==> src/rtl/id_ex_pipe_reg_pkg.sv <==
// rtl/id_ex_pipe_reg_pkg.sv - shared pipeline constants and types for inter-stage registers
//
// Purpose: control-bit positions, default widths, the stage payload layout and
//          the skid-buffer state encoding shared by the pipeline registers.
// Ports:   none (package).
package id_ex_pipe_reg_pkg;

  // Control-word bit positions; bits above CTRL_WMEM_BIT pass through untouched.
  localparam int CTRL_WREG_BIT = 0;
  localparam int CTRL_WMEM_BIT = 1;

  // Default widths used by the pipeline registers.
  localparam int DEF_DATA_W     = 64;
  localparam int DEF_NUM_SRC    = 2;
  localparam int DEF_REG_ADDR_W = 5;
  localparam int DEF_CTRL_W     = 2;

  // Stage payload layout {ctrl, src, wreg}. Parametrised stages declare a local
  // struct with the same field order so the packed image is identical.
  typedef struct packed {
    logic [DEF_CTRL_W-1:0]             ctrl;
    logic [DEF_NUM_SRC*DEF_DATA_W-1:0] src;
    logic [DEF_REG_ADDR_W-1:0]         wreg;
  } stage_payload_t;

  // Skid-buffer occupancy encoded as {main_v, skid_v}; 2'b01 is illegal.
  typedef enum logic [1:0] {
    SKID_EMPTY = 2'b00,
    SKID_ONE   = 2'b10,
    SKID_FULL  = 2'b11
  } skid_state_e;

endpackage

==> src/rtl/id_ex_pipe_reg_skid_buf.sv <==
// rtl/id_ex_pipe_reg_skid_buf.sv - generic 2-entry skid buffer with flush
//
// Purpose: decouples producer ready from consumer ready. in_ready depends only
//          on the registered occupancy, so the producer never sees a
//          combinational path from out_ready.
// Ports:
//   clk, reset          clock, synchronous active-high reset
//   flush               drop held entries and any entry accepted this cycle
//   in_valid/in_ready   producer handshake, in_data payload
//   out_valid/out_ready consumer handshake, out_data payload (main entry)
module pipe_skid_buf
  import id_ex_pipe_reg_pkg::*;
#(
  parameter int W = 8
) (
  input  logic         clk,
  input  logic         reset,
  input  logic         flush,
  input  logic         in_valid,
  output logic         in_ready,
  input  logic [W-1:0] in_data,
  output logic         out_valid,
  input  logic         out_ready,
  output logic [W-1:0] out_data
);

  skid_state_e  state_q, state_d;
  logic [W-1:0] main_q, main_d;
  logic [W-1:0] skid_q, skid_d;
  logic         acc;
  logic         take;

  assign in_ready  = ~state_q[0];
  assign out_valid = state_q[1];
  assign out_data  = main_q;

  assign acc  = in_valid & in_ready;
  assign take = out_valid & out_ready;

  always_comb begin
    state_d = state_q;
    main_d  = main_q;
    skid_d  = skid_q;
    if (flush) begin
      // Data is left stale; only occupancy matters after a flush.
      state_d = SKID_EMPTY;
    end else begin
      case (state_q)
        SKID_EMPTY: begin
          if (acc) begin
            state_d = SKID_ONE;
            main_d  = in_data;
          end
        end
        SKID_ONE: begin
          if (acc && take) begin
            main_d = in_data;
          end else if (acc) begin
            // Consumer stalled after we advertised ready: park the beat.
            state_d = SKID_FULL;
            skid_d  = in_data;
          end else if (take) begin
            state_d = SKID_EMPTY;
          end
        end
        SKID_FULL: begin
          if (take) begin
            state_d = SKID_ONE;
            main_d  = skid_q;
          end
        end
        default: state_d = SKID_EMPTY;
      endcase
    end
  end

  always_ff @(posedge clk) begin
    if (reset) begin
      state_q <= SKID_EMPTY;
      main_q  <= '0;
      skid_q  <= '0;
    end else begin
      state_q <= state_d;
      main_q  <= main_d;
      skid_q  <= skid_d;
    end
  end

endmodule

==> src/rtl/id_ex_pipe_reg.sv <==
// rtl/id_ex_pipe_reg.sv - ID to EX pipeline register with skid buffer, flush and bubble counter
//
// Purpose: carries {ctrl, src, wreg} from decode to execute through a 2-entry
//          skid buffer, gates ctrl to zero on empty slots and counts bubbles.
// Ports:
//   clk, reset          clock, synchronous active-high reset
//   flush               discard held and incoming entries this cycle
//   id_valid/id_ready   decode-side handshake (id_ready registered)
//   id_ctrl/src/wreg    incoming payload
//   ex_valid/ex_ready   execute-side handshake
//   ex_ctrl/src/wreg    outgoing payload, ex_ctrl zero while ex_valid=0
//   bubble_cnt          saturating count of cycles with ex_valid=0
module id_ex_pipe_reg
  import id_ex_pipe_reg_pkg::*;
#(
  parameter int DATA_W     = DEF_DATA_W,
  parameter int NUM_SRC    = DEF_NUM_SRC,
  parameter int REG_ADDR_W = DEF_REG_ADDR_W,
  parameter int CTRL_W     = DEF_CTRL_W,
  parameter int CNT_W      = 16
) (
  input  logic                      clk,
  input  logic                      reset,
  input  logic                      flush,
  input  logic                      id_valid,
  output logic                      id_ready,
  input  logic [CTRL_W-1:0]         id_ctrl,
  input  logic [NUM_SRC*DATA_W-1:0] id_src,
  input  logic [REG_ADDR_W-1:0]     id_wreg,
  output logic                      ex_valid,
  input  logic                      ex_ready,
  output logic [CTRL_W-1:0]         ex_ctrl,
  output logic [NUM_SRC*DATA_W-1:0] ex_src,
  output logic [REG_ADDR_W-1:0]     ex_wreg,
  output logic [CNT_W-1:0]          bubble_cnt
);

  typedef struct packed {
    logic [CTRL_W-1:0]         ctrl;
    logic [NUM_SRC*DATA_W-1:0] src;
    logic [REG_ADDR_W-1:0]     wreg;
  } payload_t;

  localparam int               PAYLOAD_W = $bits(payload_t);
  localparam logic [CNT_W-1:0] CNT_MAX   = '1;

  payload_t         in_pl;
  payload_t         out_pl;
  logic [CNT_W-1:0] bubble_q, bubble_d;

  assign in_pl.ctrl = id_ctrl;
  assign in_pl.src  = id_src;
  assign in_pl.wreg = id_wreg;

  pipe_skid_buf #(
    .W(PAYLOAD_W)
  ) u_skid (
    .clk      (clk),
    .reset    (reset),
    .flush    (flush),
    .in_valid (id_valid),
    .in_ready (id_ready),
    .in_data  (in_pl),
    .out_valid(ex_valid),
    .out_ready(ex_ready),
    .out_data (out_pl)
  );

  // Stale data may sit in the main entry after a flush, so ctrl is gated to
  // keep write enables from firing on a bubble.
  assign ex_ctrl = ex_valid ? out_pl.ctrl : '0;
  assign ex_src  = out_pl.src;
  assign ex_wreg = out_pl.wreg;

  always_comb begin
    bubble_d = bubble_q;
    if (!ex_valid && (bubble_q != CNT_MAX)) begin
      bubble_d = bubble_q + 1'b1;
    end
  end

  always_ff @(posedge clk) begin
    if (reset) begin
      bubble_q <= '0;
    end else begin
      bubble_q <= bubble_d;
    end
  end

  assign bubble_cnt = bubble_q;

endmodule
==> config.mk <==
export PLATFORM = sky130hd
export DESIGN_NAME = id_ex_pipe_reg
export DESIGN_NICKNAME = d
export VERILOG_FILES = /design/src/rtl/id_ex_pipe_reg_pkg.sv /design/src/rtl/id_ex_pipe_reg_skid_buf.sv /design/src/rtl/id_ex_pipe_reg.sv
export SDC_FILE = /design/constraint.sdc
export NUM_CORES = 1
export LEC_CHECK = 0
export ABC_AREA = 1
export CAP_MARGIN = 5
export CORE_ASPECT_RATIO = 0.7
export CORE_MARGIN = 1.5
export CORE_UTILIZATION = 45
export DETAILED_ROUTE_END_ITERATION = 6
export HOLD_SLACK_MARGIN = 0.03
export PLACE_DENSITY = 0.73
export SYNTH_ARGS = -nofsm -noshare
export SYNTH_HDL_FRONTEND = slang
export SYNTH_HIERARCHICAL = 1
export SYNTH_SLANG_ARGS = --single-unit
==> constraint.sdc <==
create_clock -name clk -period 2.03 [get_ports clk]
set_input_delay 0.3045 -clock clk [delete_from_list [all_inputs] [get_ports clk]]
set_output_delay 0.3045 -clock clk [all_outputs]
set_load 0.1 [all_outputs]
==> results of run 1 <==
-- layout make-up --
| type | count | area (um2) | share of cell area [%] |
|---|---|---|---|
| multi-input combinational | 1375 | 6243 | 36.95 |
| sequential | 288 | 5772 | 34.16 |
| timing repair buffer | 334 | 3267 | 19.33 |
| clock buffer | 43 | 849.6 | 5.028 |
| tap | 371 | 464.2 | 2.747 |
| clock inverter | 10 | 181.4 | 1.074 |
| inverter | 28 | 117.6 | 0.6960 |
| antenna | 1 | 2.502 | 0.01481 |
-- synthesized netlist by cell type, types with 9 or more instances --
cell type	instances	area share [%]
sky130_fd_sc_hd__inv_1	19	0.56
sky130_fd_sc_hd__nor2_1	581	17
sky130_fd_sc_hd__nand2_1	327	9.7
sky130_fd_sc_hd__buf_2	40	1.6
sky130_fd_sc_hd__a21oi_1	10	0.39
sky130_fd_sc_hd__o21ai_1	9	0.35
sky130_fd_sc_hd__o21ai_0	127	5.0
sky130_fd_sc_hd__buf_1	20	0.59
sky130_fd_sc_hd__a21boi_0	135	8.0
sky130_fd_sc_hd__clkbuf_1	61	1.8
sky130_fd_sc_hd__nand3_1	152	6.0
sky130_fd_sc_hd__dfxtp_1	288	45
-- per-stage QoR --
stage | instance area (um2) | hold slack, ps
after floorplan | 12700 | 451.0
after global placement | 15840 | 460.9
after detailed placement | 15840 | 471.4
after CTS | 16870 | 363.7
after global routing | 16900 | 394.7
final | 16900 | 387.3
-- power groups by stage --
stage	clock network, mW	logic (mW)	registers (mW)
floorplan	0	1.19	8.65
global placement	0	4.70	6.42
detailed placement	0	4.74	6.44
CTS	5.92	4.75	6.32
global route	6.15	5.02	6.36
finish	5.80	4.75	6.32
-- routing by layer --
layer / global-route usage [%] / wire length (um) / up-vias
met2: 39.10 / 16280 / 367
met3: 5.782 / 2575 / 74
met4: 8.109 / 1251 / 0
met5: 0 / 0 / -
met1: 32.40 / 17050 / 5867
li1: - / - / 6295
-- worst max-delay path: stages, from the launching register on --
cell,delay [ps]
sky130_fd_sc_hd__dfxtp_4,420
sky130_fd_sc_hd__inv_1,90
sky130_fd_sc_hd__ha_1,200
sky130_fd_sc_hd__inv_1,80
sky130_fd_sc_hd__nand2_1,110
sky130_fd_sc_hd__nand3b_1,230
sky130_fd_sc_hd__nor2_4,160
sky130_fd_sc_hd__buf_12,170
sky130_fd_sc_hd__buf_12,160
sky130_fd_sc_hd__nor2_1,50
sky130_fd_sc_hd__nor2_1,120
-- logic make-up after synthesis --
group	count (synthesis)
compound gates	282
fa+ha+maj	5
buf+inv	159
flops	288
simple gates	1088
-- worst paths after layout --
kind	endpoint	depth (start not counted)	startpoint
setup / recovery	u_skid/out_data[73]	10	u_skid/state_q[1]
hold / removal	u_skid/skid_q[96]	3	id_src[91]
setup reg to reg	u_skid/out_data[73]	10	u_skid/state_q[1]
hold reg to reg	u_skid/out_data[126]	2	u_skid/out_data[126]
-- sequential cells by signal, summed over array words and instances, names as in the netlist --
name	cells
u_skid/state_q	2
bubble_cnt	16
u_skid/skid_q	135
u_skid/out_data	135
-- what timing repair did --
action,4_1_cts,5_1_grt
endpoints found under the setup margin,0,6
setup buffers,0,1
resized for setup,0,3
==> summary.txt, run 1 <==
Run status
  – Outcome: complete, no violations

Die
  – Initial Utilization: a little under half
  – Die Span X: 203.7 um
  – Placeable core region: around 28,000 um2
  – Area of the die: a little under 30,000 um2
  – FP Rows: 51
  – Die Span Y: around 140 um
  – Top Ports: about 290

Job
  – Number of maximum-capacitance constraint violations: 0

Global route
  – Wire length of the first global-routing pass: 58,400 um
  – Number of antenna violations at the first check in global routing: 2
  – Overflow left after global routing: 0
  – Overall routing resource usage: approximately a quarter
  – Via count of the first global-routing pass: between 10,000 and 15,000
  – Largest net degree at the start of global routing: 87

Clocking
  – Clock sinks: approximately 290
  – CTS Buffer Depth: 3
  – Number of H-tree branching levels: 1
  – Clock buffers created by TritonCTS: 29
  – Clock-pin slew of the registers on the worst-case setup and hold paths: 60 ps
  – TritonCTS clock tree: built
  – Hold buffer count at cts: 0
  – Clock Root Buffer: sky130_fd_sc_hd__clkbuf_16
  – Worst-skew pair later-pin latency: about 550 ps

Yosys
  – Synthesized cell area: between 10,000 and 15,000 um2
  – Mean post-synth cell area: roughly 7 um2
  – Largest family of logic cells by synthesized area: simple AND/OR/NAND/NOR gates
  – Count of cell types in the netlist: 28
  – Post-synthesis compound-gate area fraction: 13.79%
  – Post-synth EDFFs: 0
  – Primary flip-flop cell chosen by synthesis mapping: sky130_fd_sc_hd__dfxtp_1
  – Net Count, Synth: ~2,000
  – Total number of yosys warnings: 6
  – Simple-gate portion of the synthesized area: between 30% and 40%
  – Number of flip-flops and latches in the synthesized netlist: 288
  – Share of synthesized area spent on multiplexers: 0%
  – Share of synthesized flip-flops with an asynchronous set or reset: 0%
  – Number of instances in the synthesized netlist: ~1,800
  – Seq/Total Area, Yosys: 45.43%
  – Fraction of the mapped netlist area in adder cells: 0.4929%
  – Parity-gate share of the synthesized area counting xor and xnor cells: 0%

Placed design
  – HPWL after DPL: 24,590 um
  – Cell count after placement: around 2,400
  – Worst slack, placed: about 29 ps
  – Final weighted congestion in routability-driven placement: roughly 0.83
  – Count of input and output buffers: 292

Timing
  – Number of failing hold endpoints at the final stage: 0
  – Final worst clock skew: between 8 and 9 ps
  – Slew at the pin with the worst max-slew slack: between 500 and 600 ps
  – Setup ws final: between 100 and 150 ps
  – Final setup violation count: 0
  – Worst slew margin relative to its limit: between 60 and 70%
  – Min cycle time layout: around 1900 ps
  – Total Negative Setup Slacks: 0 ps
  – Setup repair after global routing missed its margin: no
  – Final worst path period share: a little over 90%
  – Max-slew violation total from the final report: 0
  – Highest clock rate: roughly 530 MHz

Cells and area
  – Area overhead of the layout relative to synthesis: 33.13%
  – Final Non-Filler Cells: ~2,500
  – Share of final-layout standard cells stronger than drive strength 1: about an eighth
  – Commonest cells after routing, fill and taps aside: sky130_fd_sc_hd__nor2_1, sky130_fd_sc_hd__nand2_1, sky130_fd_sc_hd__dfxtp_1
  – Most common cell after layout, fill and taps aside: sky130_fd_sc_hd__nor2_1
  – Nets: 2,201
  – Fin util: between 60% and 70%
  – Total of fill cells in the finished design: roughly 2,500

Drt
  – Post-DR vias/cell: a little over 5
  – Pre-Repair DR Iteration Count: 5
  – Detailed-route via count: roughly 13,000
  – Wire length per cell: 15.17 um
  – Number of DRC markers in iteration 0: between 700 and 800
  – DRC violation count after routing: 0
  – Antenna Violating Nets Remaining: 0
  – Total wire length after detailed routing: between 30,000 and 40,000 um

Critical path
  – Slack of the worst reg-to-reg path: 140 ps
  – Path type of the worst setup path: flip-flop to flip-flop
  – Arrival time worst endpoint: roughly 2400 ps
  – WP data required: around 2500 ps
  – Maximum net fanout on the critical path: 19
  – Kind of start point of the critical path: flip-flop
  – Critical path capture point type: flip-flop

Pwr
  – Gate power share: roughly 28%
  – Tot Pwr: approximately 17 mW
  – Worst-case vdd ir drop: 665.2 uV
  – Sw Pwr: between 6 and 7 mW
  – Power density over the cells: ~1000 nW/um2
  – Sw frac: around 36%
  – Total internal power: approximately 11 mW
  – Sequential Power Share: 37.5%
  – Part of the total power dissipated in the clock network: between 30% and 40%
  – Total leakage power: approximately 7.0 nW

Worst hold path
  – Path type of the worst min-delay path: primary input to flip-flop
(Power assumes the default switching activity.)
==> run 2: changes to the inputs <==
==> constraint.sdc (replaced) <==
create_clock -name clk -period 2.03 [get_ports clk]
set_input_delay 0.3045 -clock clk [delete_from_list [all_inputs] [get_ports clk]]
set_output_delay 0.3045 -clock clk [all_outputs]
set_load 0.05 [all_outputs]
==> run 2 against run 1 <==
  * Sequential power about the same
  * Clock skew rose by 0.91 ps
  * Count of clock-buffer cells in the layout rose by 1
  * Flip-flop and latch count did not move
==> summary.txt, run 2 (synthesis results as in run 1) <==
Cells and area
  – Commonest cells after routing, fill and taps aside: sky130_fd_sc_hd__nor2_1, sky130_fd_sc_hd__nand2_1, sky130_fd_sc_hd__dfxtp_1
  – Most common cell after layout, fill and taps aside: sky130_fd_sc_hd__nor2_1
  – Sequential standard cell area: 5767 um2 (about the same)
  – Area overhead of the layout relative to synthesis: 35.07%
  – Multi-input gate area: 6243 um2 (unchanged)
  – Final Non-Filler Cells: 2,443 (-0.29%)
  – Total of fill cells in the finished design: 2,523 (-0.12%)
  – Share of final-layout standard cells stronger than drive strength 1: 5.845% (-7.4 points)
  – Nets: 2,195 (-0.27%)

Clocking
  – TritonCTS clock tree: built
  – Clock buffers created by TritonCTS: 30 (+3.4%)
  – Clock-pin slew of the registers on the worst-case setup and hold paths: 60 ps (about the same)
  – CTS Buffer Depth: 3 (unchanged)
  – Number of H-tree branching levels: 1 (unchanged)
  – Clock sinks: 288 (unchanged)
  – Worst-skew pair later-pin latency: 550 ps (about the same)
  – Clock Root Buffer: sky130_fd_sc_hd__clkbuf_16
  – Hold buffer count at cts: 0 (unchanged)

Pwr
  – Worst-case vdd ir drop: 583.7 uV (-12%)
  – Power density over the cells: 902.1 nW/um2 (-9.6%)
  – Total leakage power: 7.875 nW (+12%)

Placed design
  – HPWL after DPL: 24,650 um (+0.26%)
  – Count of input and output buffers: 292 (unchanged)
  – Cell count after placement: 2,389 (-0.25%)
  – Final weighted congestion in routability-driven placement: 0.8357 (about the same)

Critical path
  – Arrival time worst endpoint: 1680 ps (-680 ps)
  – Number of cell instances on the worst register-to-register path: 9 (-1)
  – WP data required: 1730 ps (-770 ps)
  – Path type of the worst setup path: flip-flop to output pin
  – End point of the critical path: ex_src[7]
  – Family of cells with the greatest summed delay on the critical path: buffers and inverters
  – Stages on the worst setup path: 1 (-9)
  – Launch instance of the worst register-to-register path: u_skid/state_q[1]
  – Ordered cell list for the critical path: clkdlybuf4s50_1
  – Kind of start point of the critical path: flip-flop
  – Largest stage delay, worst path: 800 ps (+380 ps)
  – Critical path capture point type: output pin
  – Slack of the worst reg-to-reg path: 140 ps (about the same)
  – Slowest library cell on the worst path: sky130_fd_sc_hd__clkdlybuf4s50_1
  – RR Endpoint: u_skid/out_data[123]
  – Crit path from: u_skid/out_data[12]
  – Maximum net fanout on the critical path: 2 (-17)
  – Buffers plus inverters on the worst setup path: 1 (-3)

Die
  – Die Span Y: 143.5 um (unchanged)
  – Top Ports: 293 (unchanged)
  – Placeable core region: 27,760 um2 (unchanged)
  – FP Rows: 51 (unchanged)
  – Initial Utilization: 45.72% (unchanged)
  – Area of the die: 29,240 um2 (unchanged)
  – Die Span X: 203.7 um (unchanged)

Timing
  – Highest clock rate: 504.2 MHz (-4.9%)
  – Min cycle time layout: 1983 ps (+96.97 ps)
  – Slew at the pin with the worst max-slew slack: 599.6 ps (+85.60 ps)
  – Max-slew violation total from the final report: 0 (unchanged)
  – Final setup violation count: 0 (unchanged)
  – Number of failing hold endpoints at the final stage: 0 (unchanged)
  – Final worst path period share: 97.71% (+4.8 points)
  – Worst slew margin relative to its limit: 60.18% (-5.5 points)
  – Total Negative Setup Slacks: 0 ps (unchanged)
  – Final worst clock skew: 9.673 ps (+0.9092 ps)

Global route
  – Largest net degree at the start of global routing: 83 (-4.6%)
  – Overall routing resource usage: 25.02% (+0.60 points)
  – Overflow left after global routing: 0 (unchanged)
  – Wire length of the first global-routing pass: 59,550 um (+2.0%)
  – Number of antenna violations at the first check in global routing: 1 (-1)
  – Via count of the first global-routing pass: 11,590 (+2.7%)

Run status
  – Outcome: complete, no violations

Drt
  – Detailed-route via count: 12,600 (-0.063%)
  – Pre-Repair DR Iteration Count: 6 (+1)
  – Post-DR vias/cell: 5.156 (+0.22%)
  – Number of DRC markers in iteration 0: 984 (+25%)
  – Antenna Violating Nets Remaining: 0 (unchanged)
  – Wire length per cell: 15.53 um (+2.4%)
  – Total wire length after detailed routing: 37,930 um (+2.1%)
  – DRC violation count after routing: 0 (unchanged)

Worst hold path
  – Path type of the worst min-delay path: primary input to flip-flop

Job
  – Number of maximum-capacitance constraint violations: 0 (unchanged)
## run 2: worst min-delay path by stage
stage,cells after the start,endpoint,start,slack [ps]
floorplan,2,u_skid/skid_q[129],id_src[124],450
global placement,2,u_skid/skid_q[38],u_skid/skid_q[38],460
detailed placement,2,u_skid/out_data[123],u_skid/out_data[123],470
CTS,3,u_skid/skid_q[45],id_src[40],380
global route,3,u_skid/skid_q[83],id_src[78],400
finish,3,u_skid/skid_q[96],id_src[91],390
## run 2: repair_timing
| item | 4_1_cts | 5_1_grt |
|---|---|---|
| setup endpoints to repair | 88 | 54 |
| buffers inserted | 0 | 0 |
| gates resized for setup | 88 | 52 |
| gates cloned | 0 | 0 |
## run 2: area by class of cell
cell class	instances	share of cell area, %
inverter	28	0.6714
clock inverter	8	0.6933
timing repair buffer	327	20.68
sequential	288	33.64
multi-input combinational	1375	36.42
clock buffer	44	5.160
antenna	2	0.02919
tap	371	2.708
## run 2: power by group
group	internal [mW]	total (mW)	switching [mW]
Sequential	6.07	6.29	0.225
Clock	3.37	5.65	2.28
Combinational	1.21	3.52	2.31
Total	10.6	15.5	4.82
## run 2: per-layer routing
layer / wire length, um / part of all wire, % / vias up / GRT usage, %
li1: - / - / 6286 / -
met5: 0 / 0 / - / 0
met3: 2777 / 7.3 / 65 / 6.054
met4: 1050 / 2.8 / 0 / 7.797
met2: 16910 / 45 / 388 / 39.69
met1: 17190 / 45 / 5856 / 33.61
## run 2: stage by stage
step | hold WS, ps | worst slack (ps) | instance area [um2] | utilization [%] | power (mW)
detailed placement | 470.4 | 51.77 | 16120 | 58.06 | 10.07
finish | 392.3 | 46.55 | 17140 | 61.76 | 15.47
floorplan | 453.3 | 170.3 | 12690 | - | 8.655
global placement | 462.1 | 77.47 | 16120 | 58.06 | 10.01
global route | 398.1 | -5.281 | 17140 | 61.75 | 16.16
CTS | 377.4 | 0.6500 | 17010 | 61.28 | 15.60
